===== src/rtl/dcfifo_cont.sv =====
// Single-clock streaming FIFO that starts emitting once RD_THR words are queued,
// then streams one word per cycle until empty. The valid flag rides inside the word.
`timescale 1ns/1ps
module dcfifo_cont #(
  parameter int DW           = 27,
  parameter int EN_BIT       = 25,
  parameter int RD_THR       = 11,
  parameter int FIFO_LEN_LOG = 5
) (
  input  logic          CLK,
  input  logic          RST_X,
  input  logic          CLR,
  input  logic          EN,
  input  logic [DW-1:0] din,
  output logic [DW-1:0] dot
);

  localparam int DEPTH = 1 << FIFO_LEN_LOG;
  localparam int CW    = FIFO_LEN_LOG + 1;
  localparam logic [CW-1:0] THR  = CW'(RD_THR);
  localparam logic [CW-1:0] FULL = CW'(DEPTH);

  typedef enum logic {WAIT, STREAM} state_t;

  state_t                  state, state_nxt;
  logic [DW-2:0]           mem [DEPTH];
  logic [FIFO_LEN_LOG-1:0] wptr, rptr;
  logic [CW-1:0]           count;
  logic                    rd, wr;
  logic [DW-2:0]           pay_in, pay_out;
  logic [DW-1:0]           rd_word;

  assign pay_out = mem[rptr];

  // Strip the flag bit on the way in and put it back on the way out.
  generate
    if (EN_BIT == 0) begin : g_lsb
      assign pay_in  = din[DW-1:1];
      assign rd_word = {pay_out, 1'b1};
    end else if (EN_BIT == DW-1) begin : g_msb
      assign pay_in  = din[DW-2:0];
      assign rd_word = {1'b1, pay_out};
    end else begin : g_mid
      assign pay_in  = {din[DW-1:EN_BIT+1], din[EN_BIT-1:0]};
      assign rd_word = {pay_out[DW-2:EN_BIT], 1'b1, pay_out[EN_BIT-1:0]};
    end
  endgenerate

  always_comb begin
    state_nxt = state;
    rd        = 1'b0;
    case (state)
      WAIT: begin
        rd = EN && (count >= THR);
        if (rd) state_nxt = STREAM;
      end
      STREAM: begin
        rd = EN && (count != '0);
        if (EN && (count == '0)) state_nxt = WAIT;
      end
      default: state_nxt = WAIT;
    endcase
  end

  // A full FIFO still accepts a word when a read frees the slot on the same edge.
  assign wr = EN && din[EN_BIT] && ((count < FULL) || rd);

  always_ff @(posedge CLK) begin
    if (wr && !CLR && !RST_X) mem[wptr] <= pay_in;
  end

  always_ff @(posedge CLK or posedge RST_X) begin
    if (RST_X) begin
      state <= WAIT;
      wptr  <= '0;
      rptr  <= '0;
      count <= '0;
      dot   <= '0;
    end else if (CLR) begin
      state <= WAIT;
      wptr  <= '0;
      rptr  <= '0;
      count <= '0;
      dot   <= '0;
    end else begin
      state <= state_nxt;
      if (wr) wptr <= wptr + 1'b1;
      if (rd) rptr <= rptr + 1'b1;
      if (wr && !rd)      count <= count + 1'b1;
      else if (rd && !wr) count <= count - 1'b1;
      dot <= rd ? rd_word : '0;
    end
  end

endmodule


===== config.mk =====
export PLATFORM = sky130hd
export DESIGN_NAME = dcfifo_cont
export DESIGN_NICKNAME = d
export VERILOG_FILES = /design/src/rtl/dcfifo_cont.sv
export SDC_FILE = /design/constraint.sdc
export NUM_CORES = 1
export LEC_CHECK = 0
export ABC_AREA = 0
export CAP_MARGIN = 20
export CORE_ASPECT_RATIO = 1.5
export CORE_MARGIN = 3
export CORE_UTILIZATION = 55
export DETAILED_ROUTE_END_ITERATION = 12
export PLACE_DENSITY = 0.72
export SLEW_MARGIN = 20
export SYNTH_ARGS = -nofsm -noshare
export SYNTH_HDL_FRONTEND = slang
export SYNTH_SLANG_ARGS = --single-unit

===== constraint.sdc =====
create_clock -name CLK -period 3 [get_ports CLK]
set_input_delay 0.6 -clock CLK [delete_from_list [all_inputs] [get_ports CLK]]
set_output_delay 0.6 -clock CLK [all_outputs]
set_load 0.005 [all_outputs]

* Word level (Yosys, flattened, before mapping)
Memories as Yosys holds them, arrays and structs flattened.
Index checks and enable logic that the tools add are counted.
** Cells by class
- Reduce and logical (&&, ||, !) cells :: 19
- Bitwise gates (word level) :: 1
- Order comparisons :: 2
- Mux-type cells :: 16
- $add $sub $neg :: 4
** Operators by type and width (number)
- $mux 27 :: 2
- $mux 5 :: 4
- $mux 6 :: 3
- $add 5x1->5 const B :: 2
- $logic_and 1x1->1 :: 9
- $add 6x1->6 const B :: 1
- $ge 6x4->1 const B :: 1
- $logic_not 6->1 :: 1
- $lt 6x6->1 const B :: 1
- $reduce_bool 6->1 :: 1
- $sub 6x1->6 const B :: 1
- $mux 1 :: 5
- $logic_not 1->1 :: 4
- $pmux 1 s2 :: 2
- $reduce_bool 2->1 :: 2
- $reduce_bool 3->1 :: 1
- $logic_or 1x1->1 :: 1
- $not 1->1 :: 1
** Word-level totals
- Flip-flop bits (word level) :: 44
- Output and inout port bits :: 27
- Memory bits (writable) :: 832
- Bits of input ports :: 31
- Memories :: 1
- Logic and storage cells :: 48
** Memories
- mem :: words 32, bits a word 26, read ports 1, clocked after Yosys merged registers in 0, wr ports 1, RTL line 26 : logic [DW-2:0] mem [DEPTH];

* Depth between registers and ports, before layout
Gate-level depths: netlist of run 1.
- Word-level depth :: 10
- Gate-level depth with buffers :: 10
- Mapped depth without buffers :: 10

* Worst setup path after synthesis of run 1
No wires, ideal clock.
- Path kind :: input to register
- Start :: input EN
- End :: memory mem[29][0] (netlist bit), enable pin
- Path slack :: 0.025 ns
- Buffers on the path :: 1
- Stages :: 5
- Required time :: 2.591 ns
- Data arrival time :: 2.566 ns
- Setup time :: 0.409 ns
- Cells stage by stage :: clkbuf_1 nand2_1 nor3_1 nand2_1 nor2_1
** On the way
- Longest elaborated chain between the ends :: 8
- Elaborated cells between the ends (all ways) :: 10
- Those cells by class :: mux (3); reduce/logical (7)
** Ends and longest elaborated chain
- start, declared :: RTL line 13 : input logic EN,
- $logic_and 1x1->1, on equally long branches :: RTL line 58, 54
- $pmux 1 s2 :: RTL line 52 : case (state)
- $logic_or 1x1->1 :: RTL line 66 : assign wr = EN && din[EN_BIT] && ((count < FULL) || rd);
- $logic_and 1x1->1 (*) :: RTL line 66
- $logic_and 1x1->1 (*) (2 in a row) :: RTL line 69 : if (wr && !CLR && !RST_X) mem[wptr] <= pay_in;
- $mux 1 (*) :: RTL line 69
- $mux 1 (not written as such) (*) :: RTL line 69
- end, declared :: RTL line 26
Every way passes the cells marked *; elsewhere a longest branch is shown, timed or not.

* Worst setup path in the final report of run 1
- Start :: register rptr[2]
- End :: register dot[3]
** On the way
- Longest elaborated chain between the ends :: 3
** Ends and longest elaborated chain
- start, declared :: RTL line 27 : logic [FIFO_LEN_LOG-1:0] wptr, rptr;
- start signal, assigned :: RTL line 88 : if (rd) rptr <= rptr + 1'b1;
- $mem_v2 32x26
- $mux 27 :: RTL line 91 : dot <= rd ? rd_word : '0;
- $mux 27 :: RTL line 79 : end else if (CLR) begin
- end signal, assigned :: RTL line 91
- end, declared :: RTL line 15 : output logic [DW-1:0] dot
No other way between the ends.
A chain may end at the register's enable or synchronous reset.

==> results of run 1 <==
==> critical path, stage by stage (launching register included) <==
cell     delay [ps]
dfrtp_4         650
nor2_1           80
nand2_1         410
buf_4           280
o22ai_1         200
a211o_1         410
nor3_1          380
==> cell usage after synthesis, types with 6 or more instances <==
cell type | count | area share, %
inv_1 | 10 | 0.11
nand3_1 | 8 | 0.12
o21ai_0 | 6 | 0.089
nor2b_1 | 28 | 0.52
mux4_1 | 6 | 0.47
ha_1 | 9 | 0.34
nand2_1 | 17 | 0.19
mux2i_1 | 27 | 0.81
a21oi_1 | 6 | 0.089
clkbuf_1 | 26 | 0.29
nand4_1 | 6 | 0.11
nor2_1 | 46 | 0.51
nor3_1 | 24 | 0.36
a211oi_1 | 23 | 0.51
buf_6 | 18 | 0.60
dfrtp_1 | 44 | 3.3
mux4_2 | 202 | 14
edfxtp_1 | 832 | 74
xor2_1 | 6 | 0.16
a211o_1 | 27 | 0.70
buf_2 | 24 | 0.36
o22ai_1 | 53 | 0.99
==> report_power, final <==
group	total (mW)	switching, mW	internal, mW	leakage (nW)
clock	9.21	4.28	4.93	1.13
combinational	4.80	2.33	2.47	2.92
sequential	13.6	0.120	13.5	8.08
total	27.6	6.72	20.9	12.1
==> routing by layer <==
metal  share of wire (%)  up-vias  GRT usage (%)
met5                   0        -              0
met4                 3.3        0          8.112
met3                 5.1      123          3.053
met2                  55      603          43.97
met1                  36     8390          30.10
li1                    -     6723              -
==> per-stage QoR <==
stage | util (%) | instance area [µm²]
after detailed placement | 60.45 | 36360
after floorplan | - | 33560
after CTS | 64.29 | 38670
after global placement | 60.45 | 36360
final | 64.29 | 38670
after global routing | 64.29 | 38670
==> worst paths after layout <==
path / to / slack, ps / depth (start not counted)
max reg2reg: dot[3] / 420 / 6
min in group CLK: state / 580 / 1
min reg2reg: state / 580 / 1
max in group asynchronous: dot[7] / 1950 / 3
max: dot[3] / 420 / 6
min: dot[1] / 460 / 2
==> registers in the layout, indices dropped and copies added, names as in the netlist <==
| signal | flops |
|---|---|
| rptr | 5 |
| state | 1 |
| count | 6 |
| wptr | 5 |
| dot | 27 |
| mem | 832 |
==> logic make-up (layout without fill, tap and decap cells) <==
logic type / Yosys count / count (layout) / synth area share (%)
AOI/OAI and AO/OA: 128 / 128 / 2.767
muxes: 235 / 235 / 14.83
buffers and inverters: 90 / 348 / 1.760
adders and majority gates: 10 / 10 / 0.3952
xor gates and xnor gates: 8 / 8 / 0.2088
DFF: 876 / 876 / 77.73
and+or+nand+nor: 150 / 150 / 2.304
==> area by class of cell <==
class                           instances  area (µm²)  area share (%)
Sequential cell                       876       26100           67.49
Multi-Input combinational cell        531        7124           18.43
Timing Repair Buffer                  203        2117           5.475
Clock buffer                           88        1926           4.980
Tap cell                              784       980.9           2.537
Clock inverter                         47       384.1          0.9934
Inverter                               10       37.54         0.09708
==> metrics.txt, run 1 <==
Async SR Flop Fraction between 5 and 6%; crit path DAT 3050 ps; first-pass GRT wire length 113200 µm; final clock skew 22.61 ps; DR WL/cell between 20 and 30 µm; syn_area_per_cell around 22 µm²; total track usage 24.05%; Worst Path Max Fanout 19; Leak roughly 12 nW; Die ar. 64070 µm²; CP startpoint kind register; fillers 3736; # nets final approximately 1700; Yosys cell types 46; Via Count 15840; hpwl dp 48940 µm; fmax 387.5 MHz; critical path type reg2reg; Core ar. 60150 µm²; worst hold path type in2async; Place WS ~58 ps; Post-Syn Area 33560 µm²; CTS clock-pin slew for the worst setup and hold paths 60 ps; Critical Path RT 3470 ps; Final Hold Viols 0; FF-to-FF Start rptr[2]; Clock H-tree levels 3; share of cells above drive strength 1 between 20% and 30%; I/O Buffers 57; relative slew slack roughly 53%; grt total ovfl 0; die width 207.7 µm; fin crit share 86.02%; gpl congestion approximately 0.85; drt via density 6.238; commonest non-fill, non-tap cells in the layout edfxtp_1 (832), mux4_2 (202), buf_4 (110); largest net degree at the start of global routing 38; Post-synth EDFFs 832; Final Max Tran Viols 0; # clock sinks 876; Max Cap Viol 0; most common cell after layout, fill and taps aside edfxtp_1; Initial Util 55.79%; Peak VDD IR 431.9 µV; Worst Setup End Kind register; Worst-Skew Late Latency 620 ps; clk root buf clkbuf_16; Worst Setup SP rptr[2]; Synth Instances 1497; hold_buf cts 0; Net Count, Synth 1538; Tot Pwr between 20 and 30 mW; initial antenna violation count 0; CTS tree done; vias in the first global route approximately 17000; #FFs+latches synth 876; diodes inserted 0; post_cts resized 0; setup bufs post-CTS 0; I/O Pins 58; routed wire length 75700 µm; DR pass1 iterations 5; Rows 110; Final TNS setup 0 ps; Area Growth Syn to Fin 15.22%; yosys warns 0; maximum buffer depth of the clock tree 3; Worst Tran Pin Value 697.7 ps; run status completed; minimum clock period roughly 2600 ps; Finished Layout Cells between 2000 and 3000; chip height 308.5 µm; Hold WS 458.5 ps; Num CTS Buffers 75; unrepaired setup endpoints after global routing false; commonest register cell after synthesis edfxtp_1; Cell Count Post-Placement 2404; Final ANT Viol Nets 0; setup violators final 0; DRT iter0 DRCs 1636; drt drc 0; sequential share of the synthesized area between 70% and 80%; post-route setup slack 419.3 ps; cell area power density 714.3 nW/µm²
No activity file was read; power rests on OpenSTA's default activity.
==> run 2, diff against run 1 <==
--- a/config.mk
+++ b/config.mk
@@ -9,9 +9,8 @@
 export CAP_MARGIN = 20
 export CORE_ASPECT_RATIO = 1.5
 export CORE_MARGIN = 3
-export CORE_UTILIZATION = 55
+export CORE_UTILIZATION = 30
 export DETAILED_ROUTE_END_ITERATION = 12
-export PLACE_DENSITY = 0.72
 export SLEW_MARGIN = 20
 export SYNTH_ARGS = -nofsm -noshare
 export SYNTH_HDL_FRONTEND = slang
==> metrics.txt, run 2 (synthesis gave the netlist of run 1 again) <==
setup violators final 0; I/O Buffers 57; drt via density between 4 and 5; Initial Util 30.35%; Worst Path Max Fanout 5; DR pass1 iterations 5; post-route cell area 40160 µm²; fin crit share 89.85%; initial antenna violation count 3; Finished Layout Cells 3215; # clock sinks 876; DRT iter0 DRCs 1220; post_cts resized 0; Critical Path RT 3540 ps; first-pass GRT wire length 119600 µm; Top reg by flops mem; drt drc 0; Final Hold Viols 0; Clock H-tree levels 3; CTS tree done; vias in the first global route 17160; unrepaired setup endpoints after global routing false; Area Growth Syn to Fin 19.67%; maximum buffer depth of the clock tree 3; worst hold path type in2async; most common cell after layout, fill and taps aside edfxtp_1; r2r setup slk 300 ps; die width 279.1 µm; Final TNS setup 0 ps; CP startpoint kind register; Final ANT Viol Nets 0; fmax 371.0 MHz; Peak VDD IR 438.8 µV; minimum clock period 2695 ps; Leak 12.41 nW; fillers between 9000 and 10000; Num CTS Buffers 75; hold_buf cts 0; commonest non-fill, non-tap cells in the layout edfxtp_1 (832), mux4_2 (202), buf_4 (110); relative slew slack 57.29%; gpl congestion 0.8749; FF-to-FF Start count[1]; total track usage 14.11%; I/O Pins 58; critical path type reg2reg; run status completed; # nets final 1759; Rows 149; register area 26100 µm²; Reg-to-Reg End count[5]; Largest regs mem x832, dot x27, count x6; share of cells above drive strength 1 30.03%; DR WL/cell 25.43 µm; DP Area 37590 µm²; Max Cap Viol 0; routed wire length just over 80000 µm; FF-to-FF path depth 9; largest net degree at the start of global routing 67; Die ar. 116000 µm²; Via Count 15840; setup bufs post-CTS 0; chip height a little over 400 µm; Worst Tran Pin Value 640.7 ps; Final Max Tran Viols 0; grt total ovfl 0; multi-input combinational cell area between 7000 and 8000 µm²; hpwl dp 53920 µm; Worst-Skew Late Latency 640 ps; CTS clock-pin slew for the worst setup and hold paths 70 ps; max reg flops 832; Tot Pwr 28.50 mW; Core ar. 110600 µm²; Worst Setup End Kind register; final clock skew approximately 24 ps; Cell Count Post-Placement around 3100; clk root buf clkbuf_16; cell area power density 709.7 nW/µm²; crit path DAT 3230 ps
## run 2: cell count changes in the layout (fill, tap and decap cells not counted), sizes merged
cell / previous run / this run
bufinv: 3 / 12
diode: 0 / 3
clkinvlp: 2 / 9
inv: 18 / 12
clkbuf: 88 / 87
clkinv: 34 / 27
buf: 146 / 167
## run 2: per-stage QoR
step | utilization [%] | hold WS [ps] | worst slack [ps]
after floorplan | - | 533.4 | 24.90
after global placement | 34.01 | 555.3 | -7.110
after detailed placement | 34.01 | 579.2 | 20.54
after CTS | 36.32 | 545.0 | 349.2
after global routing | 36.32 | 553.9 | 48.62
final | 36.33 | 548.4 | 304.6
## run 2: worst max-delay path: stages (launching register included)
cell and delay (ps):
dfrtp_1 440, nor3_1 210, nand4_1 140, a21o_1 260, ha_1 360, o21ai_0 230
o21ba_2 210, o21a_1 190, or3_1 360, a31oi_1 200
## run 2: how the worst max path moves through the flow
stage,to,startpoint
floorplan,mem[29][0],EN
global placement,count[5],din[25]
detailed placement,count[5],din[25]
CTS,dot[5],rptr[0]
global route,count[5],count[1]
finish,count[5],count[1]
## run 2: final cells by class
| class | instances | share of cell area (%) |
|---|---|---|
| tap | 1434 | 4.468 |
| inverter | 10 | 0.09347 |
| timing repair buffer | 224 | 6.319 |
| sequential | 876 | 64.98 |
| clock buffer | 87 | 4.864 |
| clock inverter | 50 | 1.502 |
| multi-input combinational | 531 | 17.75 |
| antenna | 3 | 0.01869 |
## run 2: where the power goes
part	leakage [nW]	internal, mW	switching (mW)
clock network	1.22	5.75	4.38
registers	8.08	13.5	0.159
logic	3.11	2.45	2.27
total	12.4	21.7	6.81
## run 2: per-layer routing
metal  global-route usage (%)  vias up  part of all wire, %
li1                         -     6755                    -
met1                    14.52     8499                   34
met2                    27.47      415                   57
met3                    1.927      167                  3.4
met4                    7.189        0                  5.2
met5                        0        -                    0
==> run 3, diff against run 2 <==
--- a/config.mk
+++ b/config.mk
@@ -5,7 +5,7 @@
 export SDC_FILE = /design/constraint.sdc
 export NUM_CORES = 1
 export LEC_CHECK = 0
-export ABC_AREA = 0
+export ABC_AREA = 1
 export CAP_MARGIN = 20
 export CORE_ASPECT_RATIO = 1.5
 export CORE_MARGIN = 3
==> metrics.txt, run 3 <==
Final Max Tran Viols 0; Place WS between 150 and 200 ps; CTS tree done; I/O Pins 58; CP startpoint kind register; die width around 290 µm; hold_buf cts 0; post-route cell area 41260 µm²; Final TNS setup 0 ps; Peak VDD IR 426.4 µV; Async SR Flop Fraction 5.023%; sequential share of the synthesized area around 74%; drt via density 4.892; cell area power density roughly 730 nW/µm²; drt drc 0; Hold WS 372.1 ps; largest net degree at the start of global routing 94; first-pass GRT wire length 146000 µm; DP Area 38680 µm²; Worst Path Max Fanout between 50 and 60; Tot Pwr around 30 mW; Core ar. 115300 µm²; cell mode on critical path nand2_1; CTS clock-pin slew for the worst setup and hold paths approximately 70 ps; post-route setup slack 584.0 ps; grt total ovfl 0; Worst Setup End Kind register; Final Hold Viols 0; setup bufs post-CTS 0; Net Count, Synth 2963; routed wire length 98560 µm; delay-heaviest family, CP simple AND/OR/NAND/NOR gates; I/O Buffers 57; hpwl dp 60500 µm; run status completed; crit path DAT just under 3000 ps; Cell Count Post-Placement 4471; final clock skew approximately 27 ps; clk root buf clkbuf_16; Critical Path RT ~3600 ps; # clock sinks between 800 and 900; Rows ~150; maximum buffer depth of the clock tree 3; worst hold path type in2async; relative slew slack 44.33%; #FFs+latches synth approximately 880; Max Cap Viol 0; DR WL/cell around 21 µm; Largest regs mem x832, dot x27, count x6; Worst Tran Pin Value 832.5 ps; Post-synth EDFFs between 800 and 900; initial antenna violation count 4; unrepaired setup endpoints after global routing false; Finished Layout Cells 4618; Via Count 22590; Final Util between 30% and 40%; fin crit share 80.53%; max incr delay on CP between 600 and 700 ps; Worst-Skew Late Latency 650 ps; share of cells above drive strength 1 9.493%; DR pass1 iterations 5; Die ar. 121000 µm²; Post-Syn Area 35040 µm²; yosys warns 0; Synth Instances 2922; minimum clock period 2416 ps; Leak 14.43 nW; max reg flops 832; count leader, synth nand2_1; most common cell after layout, fill and taps aside nand2_1; # nets final 3052; Top reg by flops mem; Yosys cell types 23; setup violators final 0; chip height 424.6 µm; top cell type's share of synthesized area 71.31%; DRT iter0 DRCs 2128; Initial Util 30.40%; Num CTS Buffers 78; post_cts resized 0; Clock H-tree levels 3; syn_area_per_cell around 12 µm²; Crit path buffers/inverters 2; worst-path cell chain inv_8 > buf_12 > nand2_1 > nand3_1 > nand3_1 > nand3_1 > nand2_1 > nand2_1 > nand2_1 > nor2_1; commonest non-fill, non-tap cells in the layout nand2_1 (955), edfxtp_1 (832), nand3_1 (743); gpl congestion 0.8186; total track usage roughly 16%; Area Growth Syn to Fin 17.75%; largest area contributor in the netlist edfxtp_1; fmax 413.9 MHz; critical path type reg2reg; commonest cells in the netlist nand2_1 (955), edfxtp_1 (832), nand3_1 (743), buf_2 (95), nor2_1 (71); largest cells by area after synthesis edfxtp_1 (71%), nand3_1 (11%), nand2_1 (10%); Final ANT Viol Nets 0; vias in the first global route ~22000; slowest CP cell dfrtp_4; commonest register cell after synthesis edfxtp_1
[run 3: cell types whose count changed after synthesis, sizes merged, moves of 27 or more]
cell,previous run,this run
a211o,27,0
a211oi,28,0
a21oi,6,33
buf,52,136
mux2i,27,0
mux4,208,0
nand2,17,955
nand3,8,744
nor2b,28,0
o22ai,53,2
[run 3: kinds of logic after synthesis]
| family | after synthesis | share of synthesized area, % |
|---|---|---|
| AO/OA/AOI/OAI | 46 | 0.6821 |
| XOR/XNOR | 5 | 0.1250 |
| buffers and inverters | 209 | 2.643 |
| flip-flops | 876 | 74.45 |
| adder cells (fa/ha/maj) | 10 | 0.3785 |
| AND/OR/NAND/NOR | 1776 | 21.72 |
[run 3: layout make-up]
cell class	count	area (µm²)
antenna	2	5.005
clock buffer	115	2246
clock inverter	30	321.6
fill	11270	73990
inverter	28	122.6
multi-input combinational	1837	8267
sequential	876	26100
tap	1540	1927
timing repair buffer	190	2270
[run 3: worst register-to-register path, cell delays in order, from the launching register on]
cell and delay, ps:
dfrtp_4 620, inv_8 410, buf_12 370, nand2_1 150
nand3_1 80, nand3_1 100, nand3_1 160, nand2_1 110
nand2_1 90, nand2_1 60, nor2_1 200
[run 3: worst paths after layout]
check	from	to	slack [ps]	depth (start not counted)
setup reg to reg	rptr[0]	dot[15]	580	10
max in group asynchronous	RST_X	rptr[0]	2120	3
hold reg to reg	count[5]	count[5]	510	2
setup / recovery	rptr[0]	dot[15]	580	10
hold / removal	RST_X	dot[4]	370	2
min in group CLK	count[5]	count[5]	510	2
[run 3: per-layer routing]
metal	share of wire, %	routed length (µm)	global-route usage (%)
met1	39	38410	19.58
met2	53	51890	29.14
met3	5.5	5420	2.252
met4	2.9	2819	5.719
met5	0.021	21	0
[run 3: power by group]
part           internal (mW)  switching [mW]  total (mW)  leakage (nW)
registers               13.5           0.165        13.6          8.07
logic                   1.94            4.55        6.49          5.10
clock network           5.74            4.44        10.2          1.26
total                   21.2            9.16        30.3          14.4
